$ cat config.mk
export PLATFORM = sky130hd
export DESIGN_NAME = wb_daq_data_packer_flat
export DESIGN_NICKNAME = d
export VERILOG_FILES = /design/src/rtl/wb_daq_data_packer_pkg.sv /design/src/rtl/wb_daq_data_packer_if.sv /design/src/rtl/wb_daq_lane_packer.sv /design/src/rtl/wb_daq_data_packer.sv /design/src/flat_wrapper.sv
export SDC_FILE = /design/constraint.sdc
export NUM_CORES = 1
export LEC_CHECK = 0
export ABC_AREA = 1
export BUFFER_PORTS_ARGS = -buffer_cell sky130_fd_sc_hd__buf_4
export CORE_MARGIN = 4
export CORE_UTILIZATION = 30
export DETAILED_ROUTE_END_ITERATION = 16
export PLACE_DENSITY = 0.55
export SYNTH_ARGS = -nofsm -noshare
export SYNTH_HDL_FRONTEND = slang
export SYNTH_SLANG_ARGS = --single-unit
$ cat constraint.sdc
create_clock -name wb_clk -period 4.55 [get_ports wb_clk]
set_input_delay 0.91 -clock wb_clk [delete_from_list [all_inputs] [get_ports wb_clk]]
set_output_delay 0.91 -clock wb_clk [all_outputs]
set_load 0.005 [all_outputs]
$ cat src/rtl/wb_daq_data_packer_pkg.sv
// Shared types and helpers for the DAQ data packer.
// Flush FSM states, channel-width and sample-width helpers.
package wb_daq_data_packer_pkg;

  typedef enum logic {
    ST_IDLE  = 1'b0,
    ST_FLUSH = 1'b1
  } state_t;

  function automatic int ch_width(input int n);
    return (n > 1) ? $clog2(n) : 1;
  endfunction

  function automatic bit legal_adc_dw(input int w);
    return (w == 8) || (w == 16) || (w == 32);
  endfunction

endpackage

$ cat src/rtl/wb_daq_data_packer_if.sv
// Sample-in / word-out bus of the DAQ data packer.
// master drives samples and backpressure; slave is the packer.
interface wb_daq_data_packer_if #(
  parameter int dw     = 32,
  parameter int adc_dw = 8,
  parameter int ch_w   = 1
);
  logic              data_ready;
  logic [adc_dw-1:0] adc_data_in;
  logic [ch_w-1:0]   adc_ch;
  logic              fifo_full;
  logic [dw-1:0]     data_out;
  logic [ch_w-1:0]   data_ch;
  logic              fifo_push;

  modport master (
    output data_ready, adc_data_in, adc_ch, fifo_full,
    input  data_out, data_ch, fifo_push
  );

  modport slave (
    input  data_ready, adc_data_in, adc_ch, fifo_full,
    output data_out, data_ch, fifo_push
  );
endinterface

$ cat src/rtl/wb_daq_lane_packer.sv
// Per-channel staging register and lane counter.
// Flags a completed word combinationally with its contents.
module wb_daq_lane_packer #(
  parameter int dw     = 32,
  parameter int adc_dw = 8
) (
  input  logic              wb_clk,
  input  logic              wb_rst_n,
  input  logic              pack_mode,
  input  logic              signed_data,
  input  logic              we,
  input  logic [adc_dw-1:0] sample,
  input  logic              clr,
  output logic              word_done,
  output logic [dw-1:0]     word,
  output logic [dw-1:0]     stage,
  output logic              partial
);

  localparam int lanes = dw / adc_dw;
  localparam int cnt_w = (lanes > 1) ? $clog2(lanes) : 1;
  localparam logic [cnt_w-1:0] last = cnt_w'(lanes - 1);

  logic [dw-1:0]    staging;
  logic [cnt_w-1:0] cnt;
  logic [dw-1:0]    written;
  logic [dw-1:0]    ext;

  // Build packed and extended candidate words for this sample
  always_comb begin
    written = staging;
    written[int'(cnt)*adc_dw +: adc_dw] = sample;
    ext = '0;
    ext[adc_dw-1:0] = sample;
    for (int i = adc_dw; i < dw; i++)
      ext[i] = signed_data & sample[adc_dw-1];
    word_done = we & (~pack_mode | (cnt == last));
    word      = pack_mode ? written : ext;
  end

  assign stage   = staging;
  assign partial = (cnt != '0);

  // Staging and lane counter; a completed word leaves the lane empty
  always_ff @(posedge wb_clk or negedge wb_rst_n) begin
    if (!wb_rst_n) begin
      staging <= '0;
      cnt     <= '0;
    end else if (clr || word_done) begin
      staging <= '0;
      cnt     <= '0;
    end else if (we) begin
      staging <= written;
      cnt     <= cnt + cnt_w'(1);
    end
  end

endmodule

$ cat src/rtl/wb_daq_data_packer.sv
// Multi-channel ADC sample packer feeding the WB DAQ FIFO.
// Channel decode, output register, flush FSM and overflow flag.
module wb_daq_data_packer
  import wb_daq_data_packer_pkg::*;
#(
  parameter int dw     = 32,
  parameter int adc_dw = 8,
  parameter int num_ch = 2
) (
  input  logic wb_clk,
  input  logic wb_rst_n,
  input  logic enable,
  input  logic pack_mode,
  input  logic signed_data,
  input  logic flush,
  input  logic clr_overflow,
  wb_daq_data_packer_if.slave bus,
  output logic flush_busy,
  output logic overflow
);

  localparam int ch_w = ch_width(num_ch);
  localparam logic [ch_w-1:0] last_ch = ch_w'(num_ch - 1);

  state_t state_q, state_d;
  logic [ch_w-1:0] fl_ch_q;
  logic            pack_mode_q;
  logic            mode_clr;

  logic [num_ch-1:0] lane_we, lane_done, lane_part, lane_take;
  logic [dw-1:0]     lane_word  [num_ch];
  logic [dw-1:0]     lane_stage [num_ch];

  logic            out_valid;
  logic [dw-1:0]   out_word;
  logic [ch_w-1:0] out_ch;
  logic            push, free, accept, ch_hit, drop;
  logic            done_any;
  logic [dw-1:0]   done_word;
  logic [ch_w-1:0] done_ch;
  logic            fl_part, fl_go, fl_stall;
  logic [dw-1:0]   fl_word;

  assign mode_clr = pack_mode ^ pack_mode_q;
  assign push     = out_valid & ~bus.fifo_full;
  assign free     = ~out_valid | push;

  assign bus.data_out  = out_word;
  assign bus.data_ch   = out_ch;
  assign bus.fifo_push = push;

  // Route the sample to its channel lane and pick completed/flush words
  always_comb begin
    accept    = bus.data_ready & enable & ~flush_busy;
    ch_hit    = 1'b0;
    lane_we   = '0;
    done_word = '0;
    done_ch   = '0;
    fl_part   = 1'b0;
    fl_word   = '0;
    for (int i = 0; i < num_ch; i++) begin
      if (bus.adc_ch == ch_w'(i)) begin
        ch_hit     = 1'b1;
        lane_we[i] = accept & ~mode_clr;
      end
      if (lane_done[i]) begin
        done_word = lane_word[i];
        done_ch   = ch_w'(i);
      end
      if (fl_ch_q == ch_w'(i)) begin
        fl_part = lane_part[i];
        fl_word = lane_stage[i];
      end
    end
    done_any = |lane_done;
    drop = (done_any & ~free)
         | (bus.data_ready & enable & flush_busy)
         | (accept & ~ch_hit);
  end

  for (genvar g = 0; g < num_ch; g++) begin : g_lane
    wb_daq_lane_packer #(
      .dw     (dw),
      .adc_dw (adc_dw)
    ) u_lane (
      .wb_clk      (wb_clk),
      .wb_rst_n    (wb_rst_n),
      .pack_mode   (pack_mode),
      .signed_data (signed_data),
      .we          (lane_we[g]),
      .sample      (bus.adc_data_in),
      .clr         (mode_clr | lane_take[g]),
      .word_done   (lane_done[g]),
      .word        (lane_word[g]),
      .stage       (lane_stage[g]),
      .partial     (lane_part[g])
    );
  end

  // Flush FSM state register
  always_ff @(posedge wb_clk or negedge wb_rst_n) begin
    if (!wb_rst_n) state_q <= ST_IDLE;
    else           state_q <= state_d;
  end

  // Flush FSM next state: scan ends after the last channel
  always_comb begin
    state_d = state_q;
    unique case (state_q)
      ST_IDLE:  if (flush) state_d = ST_FLUSH;
      ST_FLUSH: if (!fl_stall && fl_ch_q == last_ch) state_d = ST_IDLE;
      default:  state_d = ST_IDLE;
    endcase
  end

  // Flush FSM outputs: take a partial word when the output register is free
  always_comb begin
    flush_busy = (state_q == ST_FLUSH);
    fl_go      = flush_busy & fl_part & free;
    fl_stall   = flush_busy & fl_part & ~free;
    lane_take  = '0;
    for (int i = 0; i < num_ch; i++)
      lane_take[i] = fl_go & (fl_ch_q == ch_w'(i));
  end

  // Flush scan index, one channel per cycle unless stalled
  always_ff @(posedge wb_clk or negedge wb_rst_n) begin
    if (!wb_rst_n) begin
      fl_ch_q <= '0;
    end else if (flush_busy && !fl_stall) begin
      fl_ch_q <= (fl_ch_q == last_ch) ? '0 : fl_ch_q + ch_w'(1);
    end
  end

  // Output register: load a new word or retire the current one
  always_ff @(posedge wb_clk or negedge wb_rst_n) begin
    if (!wb_rst_n) begin
      out_valid <= 1'b0;
      out_word  <= '0;
      out_ch    <= '0;
    end else if (fl_go) begin
      out_valid <= 1'b1;
      out_word  <= fl_word;
      out_ch    <= fl_ch_q;
    end else if (done_any && free) begin
      out_valid <= 1'b1;
      out_word  <= done_word;
      out_ch    <= done_ch;
    end else if (push) begin
      out_valid <= 1'b0;
    end
  end

  // Sticky overflow and registered pack_mode for change detection
  always_ff @(posedge wb_clk or negedge wb_rst_n) begin
    if (!wb_rst_n) begin
      overflow    <= 1'b0;
      pack_mode_q <= 1'b0;
    end else begin
      pack_mode_q <= pack_mode;
      if (drop)              overflow <= 1'b1;
      else if (clr_overflow) overflow <= 1'b0;
    end
  end

endmodule
$ cat src/flat_wrapper.sv
// flat-port wrapper written by rule: the top's interface ports become plain ports
module wb_daq_data_packer_flat import wb_daq_data_packer_pkg::*;
#(
  parameter int dw     = 32,
  parameter int adc_dw = 8,
  parameter int num_ch = 2
)
  (wb_clk, wb_rst_n, enable, pack_mode, signed_data, flush, clr_overflow, flush_busy, overflow, bus_data_ready, bus_adc_data_in, bus_adc_ch, bus_fifo_full, bus_data_out, bus_data_ch, bus_fifo_push);
  wb_daq_data_packer_if #(.dw(dw), .adc_dw(adc_dw)) bus_i ();
  input  logic wb_clk;
  input  logic wb_rst_n;
  input  logic enable;
  input  logic pack_mode;
  input  logic signed_data;
  input  logic flush;
  input  logic clr_overflow;
  output logic flush_busy;
  output logic overflow;
  input wire logic [$bits(bus_i.data_ready)-1:0] bus_data_ready;
  input wire logic [$bits(bus_i.adc_data_in)-1:0] bus_adc_data_in;
  input wire logic [$bits(bus_i.adc_ch)-1:0] bus_adc_ch;
  input wire logic [$bits(bus_i.fifo_full)-1:0] bus_fifo_full;
  output wire logic [$bits(bus_i.data_out)-1:0] bus_data_out;
  output wire logic [$bits(bus_i.data_ch)-1:0] bus_data_ch;
  output wire logic [$bits(bus_i.fifo_push)-1:0] bus_fifo_push;
  assign bus_i.data_ready = bus_data_ready;
  assign bus_i.adc_data_in = bus_adc_data_in;
  assign bus_i.adc_ch = bus_adc_ch;
  assign bus_i.fifo_full = bus_fifo_full;
  assign bus_data_out = bus_i.data_out;
  assign bus_data_ch = bus_i.data_ch;
  assign bus_fifo_push = bus_i.fifo_push;
  wb_daq_data_packer #(.dw(dw), .adc_dw(adc_dw), .num_ch(num_ch)) u_core (.wb_clk(wb_clk), .wb_rst_n(wb_rst_n), .enable(enable), .pack_mode(pack_mode), .signed_data(signed_data), .flush(flush), .clr_overflow(clr_overflow), .bus(bus_i), .flush_busy(flush_busy), .overflow(overflow));
endmodule
==> results_tabular.tex, run 1 <==
\begin{tabular}{lr}
\hline
Metric & Value \\
\hline
\multicolumn{2}{l}{\textbf{Routing}} \\
\quad Post-Route WL & 22590 um \\
\quad Number of nets with antenna violations after routing & 0 \\
\quad Routed via count divided by cell count & 5.012 \\
\quad Detailed-route wire length per cell & 17.00 um \\
\quad First-pass iteration count of the detailed router & 6 \\
\quad Number of DRC violations after detailed-routing iteration 0 & 770 \\
\quad Post-detailed-route DRC marker count & 0 \\
\quad Total number of vias & 6661 \\
\multicolumn{2}{l}{\textbf{Final layout}} \\
\quad P\&R area growth vs syn & 12.34\% \\
\quad Layout cell share with drive strength beyond 1 & 9.438\% \\
\quad Filler-free cell count of the finished design & 1329 \\
\quad Number of diodes & 0 \\
\quad Final standard cell area without fillers & 7611 um\^{}2 \\
\quad Count of nets after finishing & roughly 1100 \\
\multicolumn{2}{l}{\textbf{STA}} \\
\quad Highest attainable clock frequency & 0.3237 GHz \\
\quad Setup repair after global routing missed its margin & no \\
\quad Setup TNS & 0 ps \\
\quad Minimum setup slack in the final design & $\sim$1500 ps \\
\quad Final worst path period need & 3089 ps \\
\quad Max-slew violation count & 0 \\
\quad Slew of the pin with the lowest slew margin & between 900 and 1000 ps \\
\quad Final setup skew & between 8 and 9 ps \\
\quad Count of endpoints failing hold in the final timing report & 0 \\
\quad Share of the clock period used by the worst path after layout & approximately two thirds \\
\quad Tightest slew margin relative to the limit & about two fifths \\
\quad Count of final setup violators & 0 \\
\multicolumn{2}{l}{\textbf{Synth}} \\
\quad Synth Instances & between 1000 and 1500 \\
\quad Top-area cell type share of the netlist area & 39.15\% \\
\quad Post-synthesis sequential area ratio & 39.15\% \\
\quad Synthesized area per cell & 6.578 um\^{}2 \\
\quad Largest cells by area after synthesis & sky130\_fd\_sc\_hd\_\_dfrtp\_1 (39\%), sky130\_fd\_sc\_hd\_\_nand2\_1 (28\%), sky130\_fd\_sc\_hd\_\_o21ai\_0 (6.4\%), sky130\_fd\_sc\_hd\_\_nand3\_1 (4.5\%), sky130\_fd\_sc\_hd\_\_a21oi\_1 (2.9\%) \\
\quad Synth warn & 0 \\
\quad Mapped cell area & 6775 um\^{}2 \\
\quad Cell taking the most area after synthesis & sky130\_fd\_sc\_hd\_\_dfrtp\_1 \\
\quad Number of unique standard cell types used by synthesis & 32 \\
\quad FF+latch count, synth & 106 \\
\quad Post-synth net total & 1060 \\
\multicolumn{2}{l}{\textbf{Hold path}} \\
\quad Tightest Hold Check Type & reg2reg \\
\quad Worst hold path endpoint & u\_core.bus.data\_out[22] \\
\quad Origin of the worst min-delay path & u\_core.bus.data\_out[22] \\
\quad Cells on Worst Hold Path & 2 \\
\multicolumn{2}{l}{\textbf{Placed design}} \\
\quad RePlAce Congestion & approximately 0.9 \\
\quad Post-placement worst setup slack & around 1300 ps \\
\quad Placed Instances & 1313 \\
\quad Placed wire-length estimate & 15460 um \\
\quad Total cell area at the placement stage & roughly 7300 um\^{}2 \\
\quad Buffers added on ports & 53 \\
\multicolumn{2}{l}{\textbf{Run}} \\
\quad Total of max-cap violations & 0 \\
\multicolumn{2}{l}{\textbf{Critical path}} \\
\quad Endpoint of the most critical register-to-register path & u\_core.g\_lane[1].u\_lane.stage[29] \\
\quad Worst setup path class & reg2reg \\
\quad Endpoint kind of the worst setup timing path & register \\
\quad Launching point of the worst reg2reg path & u\_core.g\_lane[1].u\_lane.cnt[0] \\
\quad Crit-path max FO & 34 \\
\quad Critical Path Start Type & register \\
\quad Reg2reg setup slack & 1460 ps \\
\quad Data required time of the critical path & 4770 ps \\
\quad Critical path data arrival time & 3310 ps \\
\quad Reg2reg path depth & 10 \\
\multicolumn{2}{l}{\textbf{Floorplan}} \\
\quad Number of placement rows & 54 \\
\quad Floorplan die area & 25050 um\^{}2 \\
\quad Placeable core area & 22030 um\^{}2 \\
\quad Initial cell density of the core & 30.76\% \\
\quad Die extent in x & 158.3 um \\
\quad Die height & roughly 160 um \\
\quad Boundary pin count & 54 \\
\multicolumn{2}{l}{\textbf{Run status}} \\
\quad Result of the run & finished clean \\
\multicolumn{2}{l}{\textbf{Clock network}} \\
\quad Htree depth & 3 \\
\quad Clock-pin slew on the worst setup and hold paths & 70 ps \\
\quad Sink Count & 106 \\
\quad Post-cts repair resize count & 0 \\
\quad CTS root buf & sky130\_fd\_sc\_hd\_\_clkbuf\_16 \\
\quad Inserted Clock Buffers & 9 \\
\quad CTS tree & yes \\
\quad Buffer count from post-CTS setup fixing & 0 \\
\quad Clk Latency, worst-skew pair & 360 ps \\
\quad Hold buffers post-CTS & 0 \\
\quad CTS max path bufs & 2 \\
\multicolumn{2}{l}{\textbf{Global routing}} \\
\quad Number of global-route vias before repair & 6093 \\
\quad GR Layer Usage met2 & 24.70\% \\
\quad Global router's overall resource usage & a little under a fifth \\
\quad Maximum number of pins on one net before global-route repair & 69 \\
\quad Overall overflow remaining after global route & 0 \\
\quad Global routing usage on met1 & 29.47\% \\
\quad Wire length of the first global-routing pass & 35890 um \\
\quad Most congested layer reported by global routing & met1 \\
\quad Initial antenna violation count & 0 \\
\quad GR Util met3 & $\sim$2.3\% \\
\multicolumn{2}{l}{\textbf{Power}} \\
\quad LEAKAGE & about 3.8 nW \\
\quad Power density over the cells & 343.9 nW/um\^{}2 \\
\quad Overall power of the completed layout & 0.002618 W \\
\quad Max VDD drop & 0.1845 mV \\
\hline
\end{tabular}
==> layout by cell type, fill, tap and decap left out, drive strengths merged <==
cell type and count:
a21oi 39, a22o 10, buf 64, bufinv 1, clkbuf 11, clkinv 4
clkinvlp 1, dfrtp 106, ha 12, inv 58, nand2 510, nand3 64
nand4 23, nor2 46, o211ai 1, o21a 1, o21ai 88, o22a 1
o22ai 7, xor2 2
==> synthesized netlist by cell type, drive strengths merged <==
| cell type | number |
|---|---|
| nand2 | 510 |
| dfrtp | 106 |
| o21ai | 88 |
| nand3 | 64 |
| inv | 57 |
| nor2 | 46 |
| a21oi | 39 |
| buf | 37 |
| clkbuf | 24 |
| nand4 | 23 |
| ha | 12 |
| a22o | 10 |
| o22ai | 7 |
| clkinv | 2 |
| xor2 | 2 |
| o211ai | 1 |
| o21a | 1 |
| o22a | 1 |
==> stage by stage <==
step / hold slack, ps / utilization (%)
floorplan: 472.4 / -
global placement: 464.9 / 33.21
global route: 506.3 / 34.55
detailed placement: 466.7 / 33.21
finish: 479.8 / 34.55
CTS: 486.2 / 34.55
==> state kept, by name (all words and copies together), names as in the netlist <==
signal / count
u_core.out_valid: 1
u_core.pack_mode_q: 1
u_core.bus.data_ch: 1
u_core.g_lane.u_lane.cnt: 4
u_core.flush_busy: 1
u_core.overflow: 1
u_core.bus.data_out: 32
u_core.fl_ch_q: 1
u_core.g_lane.u_lane.stage: 64
==> layout make-up <==
cell class,count,area [um^2]
Multi-Input combinational cell,804,3607
Inverter,59,224.0
Sequential cell,106,2653
Clock inverter,5,63.81
Clock buffer,11,232.7
Timing Repair Buffer,64,480.5
Fill cell,2395,14420
Tap cell,280,350.3
==> logic make-up after synthesis <==
group	after synthesis	share of synthesized area (%)
adders and majority gates	12	2.216
xor gates and xnor gates	2	0.2586
AOI/OAI and AO/OA	147	11.67
DFF	106	39.15
buffers and inverters	120	7.609
and+or+nand+nor	643	39.10
==> where the power goes <==
group | switching [W] | internal (W) | leakage, nW
combinational | 0.000522 | 0.000214 | 2.18
sequential | 0.0000523 | 0.00102 | 1.45
clock | 0.000381 | 0.000432 | 0.140
==> worst max-delay path, cell delays in order (launching register included) <==
cell and delay (ps):
sky130_fd_sc_hd__dfrtp_1 680, sky130_fd_sc_hd__clkinv_1 450, sky130_fd_sc_hd__ha_1 360, sky130_fd_sc_hd__nand2_1 120, sky130_fd_sc_hd__nand3_2 160, sky130_fd_sc_hd__nor2_4 130, sky130_fd_sc_hd__buf_4 370, sky130_fd_sc_hd__nand2_1 120
sky130_fd_sc_hd__nand3_1 100, sky130_fd_sc_hd__buf_4 360, sky130_fd_sc_hd__a21oi_1 80
==> how the worst max path moves through the flow <==
stage                     cells past startpoint                                end                           start  slack, ps
final                                        10  u_core.g_lane[1].u_lane.stage[29]  u_core.g_lane[1].u_lane.cnt[0]       1460
after global routing                         10   u_core.g_lane[1].u_lane.stage[8]  u_core.g_lane[1].u_lane.cnt[0]       1160
after CTS                                    10   u_core.g_lane[1].u_lane.stage[6]  u_core.g_lane[1].u_lane.cnt[0]       1470
after detailed placement                      8  u_core.g_lane[0].u_lane.stage[12]                       pack_mode       1310
after global placement                        8     u_core.g_lane[0].u_lane.cnt[1]                       pack_mode       1330
after floorplan                              13            u_core.bus.data_out[12]  u_core.g_lane[0].u_lane.cnt[0]       2470
==> metal layers <==
layer	share of wire (%)	vias up
li1	-	3310
met1	49	3016
met2	40	295
met3	7.5	40
met4	3.1	0
met5	0	-
No activity file was read; power rests on OpenSTA's default activity.
==> inputs of run 2 (changes only) <==
==> constraint.sdc (replaced) <==
create_clock -name wb_clk -period 2.95 [get_ports wb_clk]
set_input_delay 0.59 -clock wb_clk [delete_from_list [all_inputs] [get_ports wb_clk]]
set_output_delay 0.59 -clock wb_clk [all_outputs]
set_load 0.005 [all_outputs]
==> run 2 against run 1 <==
Net effect:
- maximum frequency is 27% higher
- first-iteration DRC count is 10% lower
- sequential share of layout area is 0.18 points lower
- sequential power is 54% higher
- clock skew is 2.5 ps lower
- highest routed layer unchanged
- largest cell class unchanged
==> results_tabular.tex, run 2 (synthesis results as in run 1) <==
\begin{tabular}{lr}
\hline
Metric & Value \\
\hline
\multicolumn{2}{l}{\textbf{STA}} \\
\quad Count of endpoints failing hold in the final timing report & 0 (unchanged) \\
\quad Tightest slew margin relative to the limit & 58.76\% (+19 points) \\
\quad Final worst path period need & 2438 ps (-651.0 ps) \\
\quad Share of the clock period used by the worst path after layout & 82.64\% (+15 points) \\
\quad Setup TNS & 0 ps (unchanged) \\
\quad Highest attainable clock frequency & 0.4102 GHz (+27\%) \\
\quad Count of final setup violators & 0 (unchanged) \\
\quad Final setup skew & 5.882 ps (-2.481 ps) \\
\quad Max-slew violation count & 0 (unchanged) \\
\quad Slew of the pin with the lowest slew margin & 616.3 ps (-291.6 ps) \\
\quad Setup repair after global routing missed its margin & no \\
\multicolumn{2}{l}{\textbf{Critical path}} \\
\quad Data required time of the critical path & 3250 ps (-1520 ps) \\
\quad Crit-path max FO & 11 (-68\%) \\
\quad Worst setup path class & reg2reg \\
\quad Endpoint of the most critical register-to-register path & u\_core.bus.data\_out[3] \\
\quad Cell chain of the critical path & clkinv\_1, ha\_1, inv\_1, nand3\_1, o21ai\_0, nand2\_1, nand2\_1, nand2\_1, nand3\_1, nand2\_1, nand2\_1 \\
\quad Launching point of the worst reg2reg path & u\_core.g\_lane[1].u\_lane.cnt[0] \\
\quad Critical Path Slowest Stage Cell & sky130\_fd\_sc\_hd\_\_o21ai\_0 \\
\quad Largest delay contributor family on the critical path & simple AND/OR/NAND/NOR gates \\
\quad Library cell appearing most often on the critical path & sky130\_fd\_sc\_hd\_\_nand2\_1 \\
\quad Critical path data arrival time & 2740 ps (-570 ps) \\
\quad Critical Path Start Type & register \\
\quad Reg2reg path depth & 11 (+1) \\
\quad Delay contributed by the slowest stage of the critical path & 480 ps (-200 ps) \\
\quad Endpoint kind of the worst setup timing path & register \\
\quad Reg2reg setup slack & 510 ps (-950 ps) \\
\quad Number of buffers and inverters on the critical path & 2 (-1) \\
\multicolumn{2}{l}{\textbf{Routing}} \\
\quad Highest routing layer actually used & met4 \\
\quad Routed via count divided by cell count & 5.025 (+0.27\%) \\
\quad Detailed-routed wire length on met2 & 9499 um (+5.3\%) \\
\quad Number of nets with antenna violations after routing & 0 (unchanged) \\
\quad Detailed-route wire length per cell & 17.08 um (+0.48\%) \\
\quad Number of DRC violations after detailed-routing iteration 0 & 692 (-10\%) \\
\quad Total number of vias & 6719 (+0.87\%) \\
\quad Wire length on met3 & 1768 um (+4.2\%) \\
\quad Post-detailed-route DRC marker count & 0 (unchanged) \\
\quad M1 WL & 10880 um (-2.5\%) \\
\quad Post-Route WL & 22830 um (+1.1\%) \\
\quad First-pass iteration count of the detailed router & 5 (-1) \\
\multicolumn{2}{l}{\textbf{Global routing}} \\
\quad Global router's overall resource usage & 18.40\% (-0.075 points) \\
\quad Wire length of the first global-routing pass & 35850 um (-0.11\%) \\
\quad Maximum number of pins on one net before global-route repair & 107 (+55\%) \\
\quad Overall overflow remaining after global route & 0 (unchanged) \\
\quad Initial antenna violation count & 0 (unchanged) \\
\quad Number of global-route vias before repair & 6244 (+2.5\%) \\
\multicolumn{2}{l}{\textbf{Run}} \\
\quad Total of max-cap violations & 0 (unchanged) \\
\multicolumn{2}{l}{\textbf{Placed design}} \\
\quad Total cell area at the placement stage & 7387 um\^{}2 (+0.99\%) \\
\quad RePlAce Congestion & 0.8458 (-5.8\%) \\
\quad Placed Instances & 1321 (+0.61\%) \\
\quad Buffers added on ports & 53 (unchanged) \\
\quad Placed wire-length estimate & 15720 um (+1.6\%) \\
\multicolumn{2}{l}{\textbf{Clock network}} \\
\quad Sink Count & 106 (unchanged) \\
\quad CTS tree & yes \\
\quad Post-cts repair resize count & 0 (unchanged) \\
\quad Clk Latency, worst-skew pair & 360 ps (about the same) \\
\quad Clock-pin slew on the worst setup and hold paths & 70 ps (about the same) \\
\quad CTS max path bufs & 2 (unchanged) \\
\quad Hold buffers post-CTS & 0 (unchanged) \\
\quad Inserted Clock Buffers & 9 (unchanged) \\
\quad Htree depth & 3 (unchanged) \\
\quad CTS root buf & sky130\_fd\_sc\_hd\_\_clkbuf\_16 \\
\quad Buffer count from post-CTS setup fixing & 0 (unchanged) \\
\multicolumn{2}{l}{\textbf{Run status}} \\
\quad Result of the run & finished clean \\
\multicolumn{2}{l}{\textbf{Final layout}} \\
\quad Count of nets after finishing & 1082 (+0.74\%) \\
\quad Share of the core filled with cells & 34.74\% (+0.18 points) \\
\quad Final standard cell area without fillers & 7651 um\^{}2 (+0.53\%) \\
\quad Filler-free cell count of the finished design & 1337 (+0.60\%) \\
\quad Leading cell types in the layout, fill and taps excluded & sky130\_fd\_sc\_hd\_\_nand2\_1 (507), sky130\_fd\_sc\_hd\_\_dfrtp\_1 (106), sky130\_fd\_sc\_hd\_\_o21ai\_0 (87) \\
\quad Layout cell share with drive strength beyond 1 & 10.12\% (+0.69 points) \\
\quad Flip-flop count of the largest register, all copies and words added & 64 (unchanged) \\
\quad Most frequent standard cell in the layout excluding fill and tap cells & sky130\_fd\_sc\_hd\_\_nand2\_1 \\
\quad P\&R area growth vs syn & 12.93\% \\
\quad Number of diodes & 0 (unchanged) \\
\quad Count of filler cells inserted in the layout & 2445 (+2.1\%) \\
\multicolumn{2}{l}{\textbf{Power}} \\
\quad Max VDD drop & 0.2954 mV (+60\%) \\
\quad Fraction of power spent switching nets & 37.39\% (+0.91 points) \\
\quad Portion of total power attributed to sequential cells & 41.4\% (+0.6 points) \\
\quad Power share of the combinational group & 30.2\% (+2.1 points) \\
\quad Net switching power & 0.001493 W (+56\%) \\
\quad LEAKAGE & 3.806 nW (+0.83\%) \\
\quad Int Pwr & 0.002500 W (+50\%) \\
\quad Share of total power in the clock network & 28.4\% (-2.7 points) \\
\quad Power density over the cells & 521.9 nW/um\^{}2 (+52\%) \\
\multicolumn{2}{l}{\textbf{Floorplan}} \\
\quad Initial cell density of the core & 30.76\% (unchanged) \\
\quad Die height & 158.3 um (unchanged) \\
\quad Placeable core area & 22030 um\^{}2 (unchanged) \\
\quad Floorplan die area & 25050 um\^{}2 (unchanged) \\
\quad Number of placement rows & 54 (unchanged) \\
\quad Boundary pin count & 54 (unchanged) \\
\quad Die extent in x & 158.3 um (unchanged) \\
\multicolumn{2}{l}{\textbf{Hold path}} \\
\quad Tightest Hold Check Type & in2async \\
\hline
\end{tabular}
[run 2: cell types whose count changed in the layout (fill, tap and decap cells not counted)]
cell / change
sky130_fd_sc_hd__clkinv_2: +3
sky130_fd_sc_hd__buf_12: +1
sky130_fd_sc_hd__buf_4: +7
sky130_fd_sc_hd__clkinv_4: -1
sky130_fd_sc_hd__bufinv_16: -1
sky130_fd_sc_hd__inv_6: -1
[run 2: layout make-up]
type / count / area [um^2] / area share [%]
clock buffers: 11 / 232.7 / 3.042
clock inverters: 5 / 31.28 / 0.4088
multi-input cells: 804 / 3607 / 47.15
inverters: 59 / 224.0 / 2.927
flip-flops and latches: 106 / 2653 / 34.67
well taps: 280 / 350.3 / 4.579
repair buffers: 72 / 553.0 / 7.228
[run 2: power groups by stage]
| stage | clock network [W] | logic, W | registers (W) |
|---|---|---|---|
| 2_1_floorplan | 0 | 0.000714 | 0.00167 |
| 3_3_place_gp | 0 | 0.00122 | 0.00168 |
| 3_5_place_dp | 0 | 0.00121 | 0.00168 |
| 4_1_cts | 0.00116 | 0.00121 | 0.00165 |
| 5_1_grt | 0.00122 | 0.00132 | 0.00167 |
| 6_report | 0.00113 | 0.00121 | 0.00165 |
[run 2: worst register-to-register path, delay by kind of cell, from the launching register on]
family,cells,cell delay (ps)
fa+ha+maj,1,420
flops,1,350
buf+inv,2,390
compound gates,1,480
simple gates,7,740
[run 2: worst max-delay path by stage]
stage / startpoint / endpoint / slack, ps / cells after the start
final: u_core.g_lane[1].u_lane.cnt[0] / u_core.bus.data_out[3] / 510 / 11
after global routing: u_core.g_lane[1].u_lane.cnt[0] / u_core.bus.data_out[5] / 310 / 11
after CTS: u_core.g_lane[1].u_lane.cnt[0] / u_core.bus.data_out[18] / 570 / 9
after floorplan: u_core.g_lane[0].u_lane.cnt[0] / u_core.bus.data_out[12] / 870 / 13
after global placement: pack_mode / u_core.bus.data_out[21] / 510 / 10
after detailed placement: pack_mode / u_core.bus.data_out[18] / 470 / 10
[run 2: layer usage]
layer | up-vias | GRT usage [%]
met1 | 3106 | 27.73
met5 | - | 0
met4 | 0 | 6.418
met2 | 251 | 26.64
met3 | 38 | 2.881
li1 | 3324 | -
[run 2: stage by stage]
stage / total power, W / hold WS [ps] / worst slack, ps
5_1_grt: 0.004204 / 338.1 / 308.3
2_1_floorplan: 0.002384 / 294.4 / 871.9
4_1_cts: 0.004032 / 337.6 / 571.8
6_report: 0.003993 / 293.2 / 512.1
3_5_place_dp: 0.002893 / 466.4 / 469.0
3_3_place_gp: 0.002898 / 467.0 / 512.6
